File: src/rtl/apb_pkg.sv
// Shared types and address-decode helper for the APB bridge family.
package apb_pkg;

    typedef enum logic [1:0] {
        ST_IDLE   = 2'd0,
        ST_SETUP  = 2'd1,
        ST_ACCESS = 2'd2,
        ST_DECERR = 2'd3
    } apb_state_e;

    localparam logic [31:0] SLOT_SIZE  = 32'h1000;
    localparam int unsigned SLOT_SHIFT = 12;

    // Offset is taken modulo 2**aw, so an address below base wraps high and misses.
    function automatic logic [4:0] slot_decode(input logic [63:0]  addr,
                                               input logic [63:0]  base,
                                               input logic [63:0]  n,
                                               input int unsigned  aw);
        logic [63:0] mask;
        logic [63:0] off;
        logic [63:0] span;
        logic [63:0] idx;
        mask = (aw >= 64) ? '1 : ((64'd1 << aw) - 64'd1);
        off  = (addr - base) & mask;
        span = n * {32'd0, SLOT_SIZE};
        idx  = off >> SLOT_SHIFT;
        slot_decode = {(off < span), idx[3:0]};
    endfunction

endpackage

File: src/rtl/apb_addr_decoder.sv
// Combinational APB slot decoder: address in, hit flag and one-hot slot select out.
module apb_addr_decoder
    import apb_pkg::*;
#(
    parameter int                NUM_SLAVES = 6,
    parameter int                ADDR_W     = 32,
    parameter logic [ADDR_W-1:0] BASE_ADDR  = 'h1000_0000
) (
    input  logic [ADDR_W-1:0]     addr_i,
    output logic                  hit_o,
    output logic [NUM_SLAVES-1:0] sel_o
);

    logic [4:0] dec;

    always_comb begin
        dec   = slot_decode(64'(addr_i), 64'(BASE_ADDR), 64'(NUM_SLAVES), ADDR_W);
        hit_o = dec[4];
        sel_o = '0;
        for (int i = 0; i < NUM_SLAVES; i++) begin
            sel_o[i] = dec[4] && (dec[3:0] == 4'(i));
        end
    end

endmodule

File: src/rtl/apb_bridge_n.sv
// CPU-to-APB bridge for NUM_SLAVES slots with per-slave error return and
// a wait-state timeout that completes hung or unmapped accesses with error.
module apb_bridge_n
    import apb_pkg::*;
#(
    parameter int                NUM_SLAVES = 6,
    parameter int                ADDR_W     = 32,
    parameter int                DATA_W     = 32,
    parameter logic [ADDR_W-1:0] BASE_ADDR  = 'h1000_0000,
    parameter int                TIMEOUT    = 255
) (
    input  logic                         PCLK,
    input  logic                         PRESET,
    input  logic                         transfer,
    input  logic                         write,
    input  logic [ADDR_W-1:0]            addr,
    input  logic [DATA_W-1:0]            wdata,
    output logic [DATA_W-1:0]            rdata,
    output logic                         ready,
    output logic                         error,
    output logic [ADDR_W-1:0]            PADDR,
    output logic                         PWRITE,
    output logic                         PENABLE,
    output logic [DATA_W-1:0]            PWDATA,
    output logic [NUM_SLAVES-1:0]        PSEL,
    input  logic [NUM_SLAVES*DATA_W-1:0] PRDATA,
    input  logic [NUM_SLAVES-1:0]        PREADY,
    input  logic [NUM_SLAVES-1:0]        PSLVERR
);

    localparam int              CNT_W    = $clog2(TIMEOUT + 1);
    localparam logic [CNT_W-1:0] CNT_LAST = CNT_W'(TIMEOUT - 1);

    apb_state_e             state_q, state_d;
    logic [CNT_W-1:0]       cnt_q, cnt_d;
    logic [ADDR_W-1:0]      paddr_q, paddr_d;
    logic                   pwrite_q, pwrite_d;
    logic [DATA_W-1:0]      pwdata_q, pwdata_d;
    logic [NUM_SLAVES-1:0]  sel_q, sel_d;
    logic [NUM_SLAVES-1:0]  psel_q, psel_d;
    logic                   penable_q, penable_d;

    logic                   dec_hit;
    logic [NUM_SLAVES-1:0]  dec_sel;
    logic                   slv_ready;
    logic                   slv_err;
    logic [DATA_W-1:0]      slv_rdata;

    apb_addr_decoder #(
        .NUM_SLAVES (NUM_SLAVES),
        .ADDR_W     (ADDR_W),
        .BASE_ADDR  (BASE_ADDR)
    ) u_dec (
        .addr_i (addr),
        .hit_o  (dec_hit),
        .sel_o  (dec_sel)
    );

    // Only the latched slot contributes; other slaves' responses are masked out.
    always_comb begin
        slv_ready = 1'b0;
        slv_err   = 1'b0;
        slv_rdata = '0;
        for (int i = 0; i < NUM_SLAVES; i++) begin
            if (sel_q[i]) begin
                slv_ready = slv_ready | PREADY[i];
                slv_err   = slv_err   | PSLVERR[i];
                slv_rdata = slv_rdata | PRDATA[i*DATA_W +: DATA_W];
            end
        end
    end

    always_ff @(posedge PCLK or negedge PRESET) begin
        if (!PRESET) begin
            state_q   <= ST_IDLE;
            cnt_q     <= '0;
            paddr_q   <= '0;
            pwrite_q  <= 1'b0;
            pwdata_q  <= '0;
            sel_q     <= '0;
            psel_q    <= '0;
            penable_q <= 1'b0;
        end else begin
            state_q   <= state_d;
            cnt_q     <= cnt_d;
            paddr_q   <= paddr_d;
            pwrite_q  <= pwrite_d;
            pwdata_q  <= pwdata_d;
            sel_q     <= sel_d;
            psel_q    <= psel_d;
            penable_q <= penable_d;
        end
    end

    always_comb begin
        state_d  = state_q;
        cnt_d    = cnt_q;
        paddr_d  = paddr_q;
        pwrite_d = pwrite_q;
        pwdata_d = pwdata_q;
        sel_d    = sel_q;
        case (state_q)
            ST_IDLE: begin
                if (transfer) begin
                    paddr_d  = addr;
                    pwrite_d = write;
                    pwdata_d = wdata;
                    sel_d    = dec_sel;
                    state_d  = dec_hit ? ST_SETUP : ST_DECERR;
                end
            end
            ST_SETUP: begin
                cnt_d   = '0;
                state_d = ST_ACCESS;
            end
            ST_ACCESS: begin
                if (slv_ready || (cnt_q == CNT_LAST)) begin
                    state_d = ST_IDLE;
                end else if (cnt_q != '1) begin
                    cnt_d = cnt_q + 1'b1;
                end
            end
            ST_DECERR: state_d = ST_IDLE;
            default:   state_d = ST_IDLE;
        endcase
    end

    // Bus strobes are registered from the next state; the CPU response is combinational.
    always_comb begin
        psel_d    = ((state_d == ST_SETUP) || (state_d == ST_ACCESS)) ? sel_d : '0;
        penable_d = (state_d == ST_ACCESS);
        ready     = 1'b0;
        error     = 1'b0;
        rdata     = '0;
        case (state_q)
            ST_ACCESS: begin
                if (slv_ready) begin
                    ready = 1'b1;
                    error = slv_err;
                    rdata = pwrite_q ? '0 : slv_rdata;
                end else if (cnt_q == CNT_LAST) begin
                    ready = 1'b1;
                    error = 1'b1;
                end
            end
            ST_DECERR: begin
                ready = 1'b1;
                error = 1'b1;
            end
            default: ;
        endcase
    end

    assign PADDR   = paddr_q;
    assign PWRITE  = pwrite_q;
    assign PWDATA  = pwdata_q;
    assign PSEL    = psel_q;
    assign PENABLE = penable_q;

endmodule

File: config.mk
export PLATFORM = sky130hd
export DESIGN_NAME = apb_bridge_n
export DESIGN_NICKNAME = d
export VERILOG_FILES = /design/src/rtl/apb_pkg.sv /design/src/rtl/apb_addr_decoder.sv /design/src/rtl/apb_bridge_n.sv
export SDC_FILE = /design/constraint.sdc
export NUM_CORES = 1
export LEC_CHECK = 0
export CAP_MARGIN = 10
export CORE_AREA = 5 5 143 145
export CTS_BUF_LIST = sky130_fd_sc_hd__clkbuf_4 sky130_fd_sc_hd__clkbuf_8
export DETAILED_ROUTE_END_ITERATION = 8
export DIE_AREA = 0 0 148 150
export PLACE_DENSITY = 0.61
export RECOVER_POWER = 50
export SLEW_MARGIN = 20
export SYNTH_ARGS = -nofsm -noshare
export SYNTH_HDL_FRONTEND = slang
export SYNTH_SLANG_ARGS = --single-unit
File: constraint.sdc
create_clock -name PCLK -period 2.9 [get_ports PCLK]
set_clock_uncertainty 0.15 [all_clocks]
set_input_delay 0.435 -clock PCLK [delete_from_list [all_inputs] [get_ports PCLK]]
set_output_delay 0.435 -clock PCLK [all_outputs]
set_load 0.02 [all_outputs]
### Word-level counts from Yosys, hierarchy flattened

Cells that the tools add are included.

| storage, ports and cells | value |
|---|---|
| output and inout bits | 106 |
| word-level logic and storage cells | 89 |
| bits in registers | 88 |

| operators by class | value |
|---|---|
| reduce and logical (&&, ||, !) cells | 13 |
| order comparisons | 1 |
| add/sub/neg operators | 2 |
| bitwise gates (word level) | 15 |
| equality and inequality tests | 14 |
| multiplexer cells | 36 |

Operator list:

| cell | number |
|---|---|
| $mux W32 | 9 |
| $or A32 B32 Y32 | 5 |
| $lt A32 B15 Y1 const B | 1 |
| $sub A32 B29 Y32 const B | 1 |
| $mux W6 | 3 |
| $mux W8 | 2 |
| $pmux W8 S2 | 1 |
| $mux W1 | 15 |
| $or A1 B1 Y1 | 10 |
| $add A8 B1 Y8 const B | 1 |
| $eq A4 B2 Y1 const B | 2 |
| $eq A4 B3 Y1 const B | 2 |
| $eq A8 B8 Y1 const B | 1 |
| $ne A8 B8 Y1 const B | 1 |
| $pmux W2 S4 | 1 |
| $eq A2 B2 Y1 const B | 3 |
| $logic_and A1 B1 Y1 | 6 |
| $mux W2 | 3 |
| $eq A2 B1 Y1 const B | 2 |
| $eq A4 B1 Y1 const B | 1 |
| $logic_not A4 Y1 | 1 |
| $ne A2 B2 Y1 const B | 2 |
| $pmux W1 S2 | 2 |
| $reduce_and A3 Y1 | 1 |
| 4 further kinds | 5 |

### Logic depth before layout (Yosys ltp)

| logic depth | value |
|---|---|
| depth in word-level cells | 17 |
| mapped depth | 8 |

### By module

Synthesis repeated with hierarchy kept, for this count alone.

| unflattened totals | value |
|---|---|
| cell total of the unflattened synthesis | 409 |
| area, all modules | 4730.8 um^2 |

By module, submodules not included:

| module | area an instance (um^2) | cells an instance | instances | sequential area each (um^2) |
|---|---|---|---|---|
| apb_bridge_n | 4585.6 | 388 | 1 | 2202.1 |
| apb_addr_decoder | 145.1 | 21 | 1 | 0.0 |

### Worst setup path before layout

Ideal clock, no wire load.

| timing path | value |
|---|---|
| kind | register to output |
| start point | register sel_q[4] |
| end point | output port rdata[10] |
| data arrival time | 1.607 ns |
| data required time | 2.315 ns |
| slack | 0.708 ns |
| stages on the path, launching flop included | 7 |
| cell sequence | dfrtp_1 -> clkbuf_1 -> a22oi_1 -> nand3_1 -> nand2_1 -> clkbuf_1 -> a31oi_1 |

| between the ends | value |
|---|---|
| longest elaborated chain between the ends | 6 |
| elaborated cells between the ends (all ways) | 9 |
| classes of those cells | mux: 7; bitwise: 2 |

Ends and longest elaborated chain:

| item | RTL line | text |
|---|---|---|
| start: declaration | apb_bridge_n.sv:39 | `logic [NUM_SLAVES-1:0] sel_q, sel_d;` |
| start signal: assignment | apb_bridge_n.sv:89 | `sel_q <= sel_d;` |
| $mux W32 | apb_bridge_n.sv:65 | `if (sel_q[i]) begin` |
| $or A32 B32 Y32 | apb_bridge_n.sv:68 | `slv_rdata = slv_rdata \| PRDATA[i*DATA_W +: DATA_W];` |
| $mux W32 | apb_bridge_n.sv:65 |  |
| $mux W32 | apb_bridge_n.sv:140 | `rdata = pwrite_q ? '0 : slv_rdata;` |
| $mux W32 * | apb_bridge_n.sv:137 | `if (slv_ready) begin` |
| $mux W32 * | apb_bridge_n.sv:135 | `case (state_q)` |
| end: declaration | apb_bridge_n.sv:18 | `output logic [DATA_W-1:0] rdata,` |

Every way passes the cells marked *; elsewhere a longest branch is shown, timed or not.

### Worst setup path in the final report

| timing path | value |
|---|---|
| start point | register sel_q[4] |
| end point | output port ready |

| between the ends | value |
|---|---|
| longest elaborated chain between the ends | 5 |

Ends and longest elaborated chain:

| item | RTL line | text |
|---|---|---|
| $mux W1 * | apb_bridge_n.sv:65 |  |
| $or A1 B1 Y1 | apb_bridge_n.sv:66 | `slv_ready = slv_ready \| PREADY[i];` |
| $mux W1 * | apb_bridge_n.sv:65 |  |
| $mux W1 * | apb_bridge_n.sv:137 |  |
| $pmux W1 S2 * | apb_bridge_n.sv:135 |  |
| end: declaration | apb_bridge_n.sv:19 | `output logic ready,` |

Marks and branches as above.

==> impl_summary.txt <==
----------------------------------------------------
[Final layout]
  Combined area of the multi-input logic cells ... 2290 sq um
  Count of fill cells added during filler insertion ... 1877
  Sequential cell area ... 2200 sq um
  Final Non-Filler Cells ... 1169
  Fraction of layout instances using a drive strength above 1 ... 4.64%
  Final #Nets ... 1197
  Post-route cell area ... 9010 sq um
  Synth-to-layout area growth ... 92.1%
  Commonest cells after routing, fill and taps aside ... clkdlybuf4s50_1 (294), nand2_1 (214), a22oi_1 (100)
  Most common cell after layout, fill and taps aside ... clkdlybuf4s50_1

[Clock tree]
  Clock buffers created by TritonCTS ... 9
  Deepest level of the CTS H-tree ... 3
  Number of post-CTS setup repair buffers ... 0
  Clock transition at path regs ... 90 ps
  Clock tree from TritonCTS ... built
  Source-to-sink clock delay at the later pin of the worst-skew pair ... 360 ps
  Clock sink count ... 88
  Number of buffers between clock root and the deepest sink ... 2
  Root Buffer Master ... clkbuf_8

[Worst hold path]
  Startpoint of the tightest hold check path ... PWDATA[7]
  Class of the tightest hold or removal check ... flip-flop to flip-flop

[Timing]
  Max-slew headroom ... 24.6%
  Final-layout worst hold slack ... 323 ps
  Final cycle utilization of the critical path ... 94.2%
  RSZ-0062 raised after global routing ... false
  Max-slew violation count ... 0
  Least-Margin Pin Slew ... 1130 ps
  Final setup violation count ... 0
  Setup TNS Final ... 0 ps
  Min cycle time layout ... 2730 ps
  Maximum operating frequency ... 0.366 GHz
  Setup ws final ... 168 ps
  Final hold violations ... 0

[Placement]
  Post-DP Area ... 8770 sq um
  Final estimated routing congestion in global placement ... 0.933
  Post-DP HPWL ... 19900 microns
  Placed Instances ... 1148
  Port bufs ... 377
  Worst setup timing slack at the placement stage ... -3.93 ps

[Floorplan]
  Initial Util ... 24.6%
  Number of cell rows ... 51
  Die Y ... 150 microns
  Chip width ... 148 microns
  Die Outline Area ... 22200 sq um
  Ports placed on the boundary ... 378
  Core Footprint ... 19100 sq um

[Setup path]
  Required arrival time at the worst endpoint ... 2320 ps
  Kind of launch point of the worst setup path ... flip-flop
  Endpoint class of the critical path ... output port
  Critical Path Fanout Max ... 4
  Worst reg2reg path endpoint ... PWDATA[15]
  Capture point of the critical path ... ready
  Cell depth of the worst flop-to-flop path ... 5
  Critical path cell sequence ... a22oi_1 -> nand3_1 -> o31a_1 -> clkdlybuf4s50_1
  Register-to-register setup slack ... 530 ps
  Kind of critical path ... flip-flop to output port
  Maximum single-stage delay on the critical path ... 550 ps
  CP Launch Point ... sel_q[4]
  R2r startpoint ... state_q[1]
  Data arrival, critical path ... 2150 ps
  Max stage delay cell, worst path ... clkdlybuf4s50_1

[Detailed routing]
  Number of DRC violations after detailed routing ... 0
  Wire length after detailed routing ... 25000 microns
  Vias after detailed routing ... 5726
  First-pass iteration count of the detailed router ... 5
  Vias per std cell ... 4.90
  Average wire per standard cell ... 21.4 microns
  Final ANT Viol Nets ... 0
  Iteration-0 DRC count of the detailed router ... 283

[Yosys]
  Yosys top cell by area ... dfrtp_1
  Ys Warns ... 0
  Cells after Synth ... 557
  Async SR Flop Fraction ... 100%
  Mean instance size in the synthesized netlist ... 8.42 sq um
  Number of unique standard cell types used by synthesis ... 41
  Post-synth EDFFs ... 0
  Seq cells post-synth ... 88
  Area share of the leading cell type in the synthesized netlist ... 46.9%
  Leading post-synthesis cells by cell area ... dfrtp_1 (47%), nand2_1 (17%), a22oi_1 (16%), a31oi_1 (4.3%), clkbuf_1 (2.9%)
  Most used flip-flop cell after synthesis ... dfrtp_1
  Sequential element share of the synthesized area ... 46.9%
  Post-synthesis instance area ... 4690 sq um
  Number of nets produced by synthesis ... 832

[Power]
  Largest voltage drop on the vdd net ... 453 uV
  Leakage component of the power ... 4.16 nW
  Pwr Density ... 610 nW/um^2

[Global route]
  First-pass GRT wire length ... 36300 microns
  Antenna violations before repair ... 7
  Grt total ovfl ... 0
  Total GRT Usage ... 21.6%
  Pin count of the biggest net entering global routing ... 67
  Vias in the first global route ... 6064

[Flow run]
  Max-cap violations ... 0

[Status]
  Result of the run ... complete, no violations

----------------------------------------------------
-- final cells by class --
| type | count | area share, % |
|---|---|---|
| timing repair buffer | 398 | 44.4 |
| sequential | 88 | 24.5 |
| clock inverter | 6 | 0.750 |
| multi-input combinational | 421 | 25.4 |
| inverter | 4 | 0.167 |
| clock buffer | 9 | 1.38 |
| tap | 238 | 3.31 |
| antenna | 5 | 0.139 |
-- how the worst min path moves through the flow --
stage / endpoint / slack [ps] / depth (start not counted)
CTS: PWDATA[14] / 330 / 2
global route: PADDR[1] / 340 / 2
floorplan: PADDR[0] / -10 / 0
global placement: PWDATA[10] / 310 / 2
finish: PWDATA[7] / 320 / 2
detailed placement: PWDATA[14] / 310 / 2
-- cells by family after synthesis --
logic type	synth area share, %
AOI/OAI and AO/OA	23.6
adders and majority gates	0.800
buffers and inverters	4.29
DFF	46.9
muxes	0.854
and+or+nand+nor	23.5
-- Yosys cell counts, drive strengths merged (2+ instances only) --
cell and instances:
a21oi 4, a22oi 100, a31oi 32, buf 8, clkbuf 36, dfrtp 88
ha 3, inv 3, mux2i 4, nand2 214, nand2b 4, nand3 6
nand4 4, nand4b 3, nor2 8, nor2b 6, nor4 5, o211ai 2
o311ai 2, o31ai 5, o41ai 2, or3b 2, or4 3
-- routing by layer --
metal | track usage, % | part of all wire [%]
met1 | 23.6 | 36
met2 | 36.8 | 49
met3 | 7.69 | 11
met4 | 11.3 | 4.4
met5 | 0 | 0.11
-- flip-flops by register name, summed over array words and instances, names as in the netlist --
| name | flops |
|---|---|
| PADDR | 32 |
| PENABLE | 1 |
| PSEL | 6 |
| PWDATA | 32 |
| PWRITE | 1 |
| cnt_q | 8 |
| sel_q | 6 |
| state_q | 2 |
-- per-stage QoR --
stage,util [%],total power [mW]
floorplan,-,3.26
global placement,46.0,4.79
detailed placement,46.0,4.81
CTS,47.0,5.72
global route,47.2,5.92
finish,47.2,5.49
-- where the power goes --
part	switching (mW)	internal (mW)	leakage [nW]
Combinational	1.37	1.25	2.96
Sequential	0.306	1.71	1.10
Clock	0.458	0.398	0.0921
Total	2.13	3.36	4.16
-- worst max-delay path, delay by kind of cell, from the launching register on --
family,cells,cell delay [ps]
buffers and inverters,1,550
DFF,1,460
and+or+nand+nor,1,180
AOI/OAI and AO/OA,2,600
-- what timing repair did --
action | 4_1_cts | 5_1_grt
resized for setup | 7 | 26
cloned | 0 | 0
endpoints found under the setup margin | 6 | 26
endpoints found under the hold margin | 44 | 0
hold buffers | 1 | 0
No activity file was read; power rests on OpenSTA's default activity.
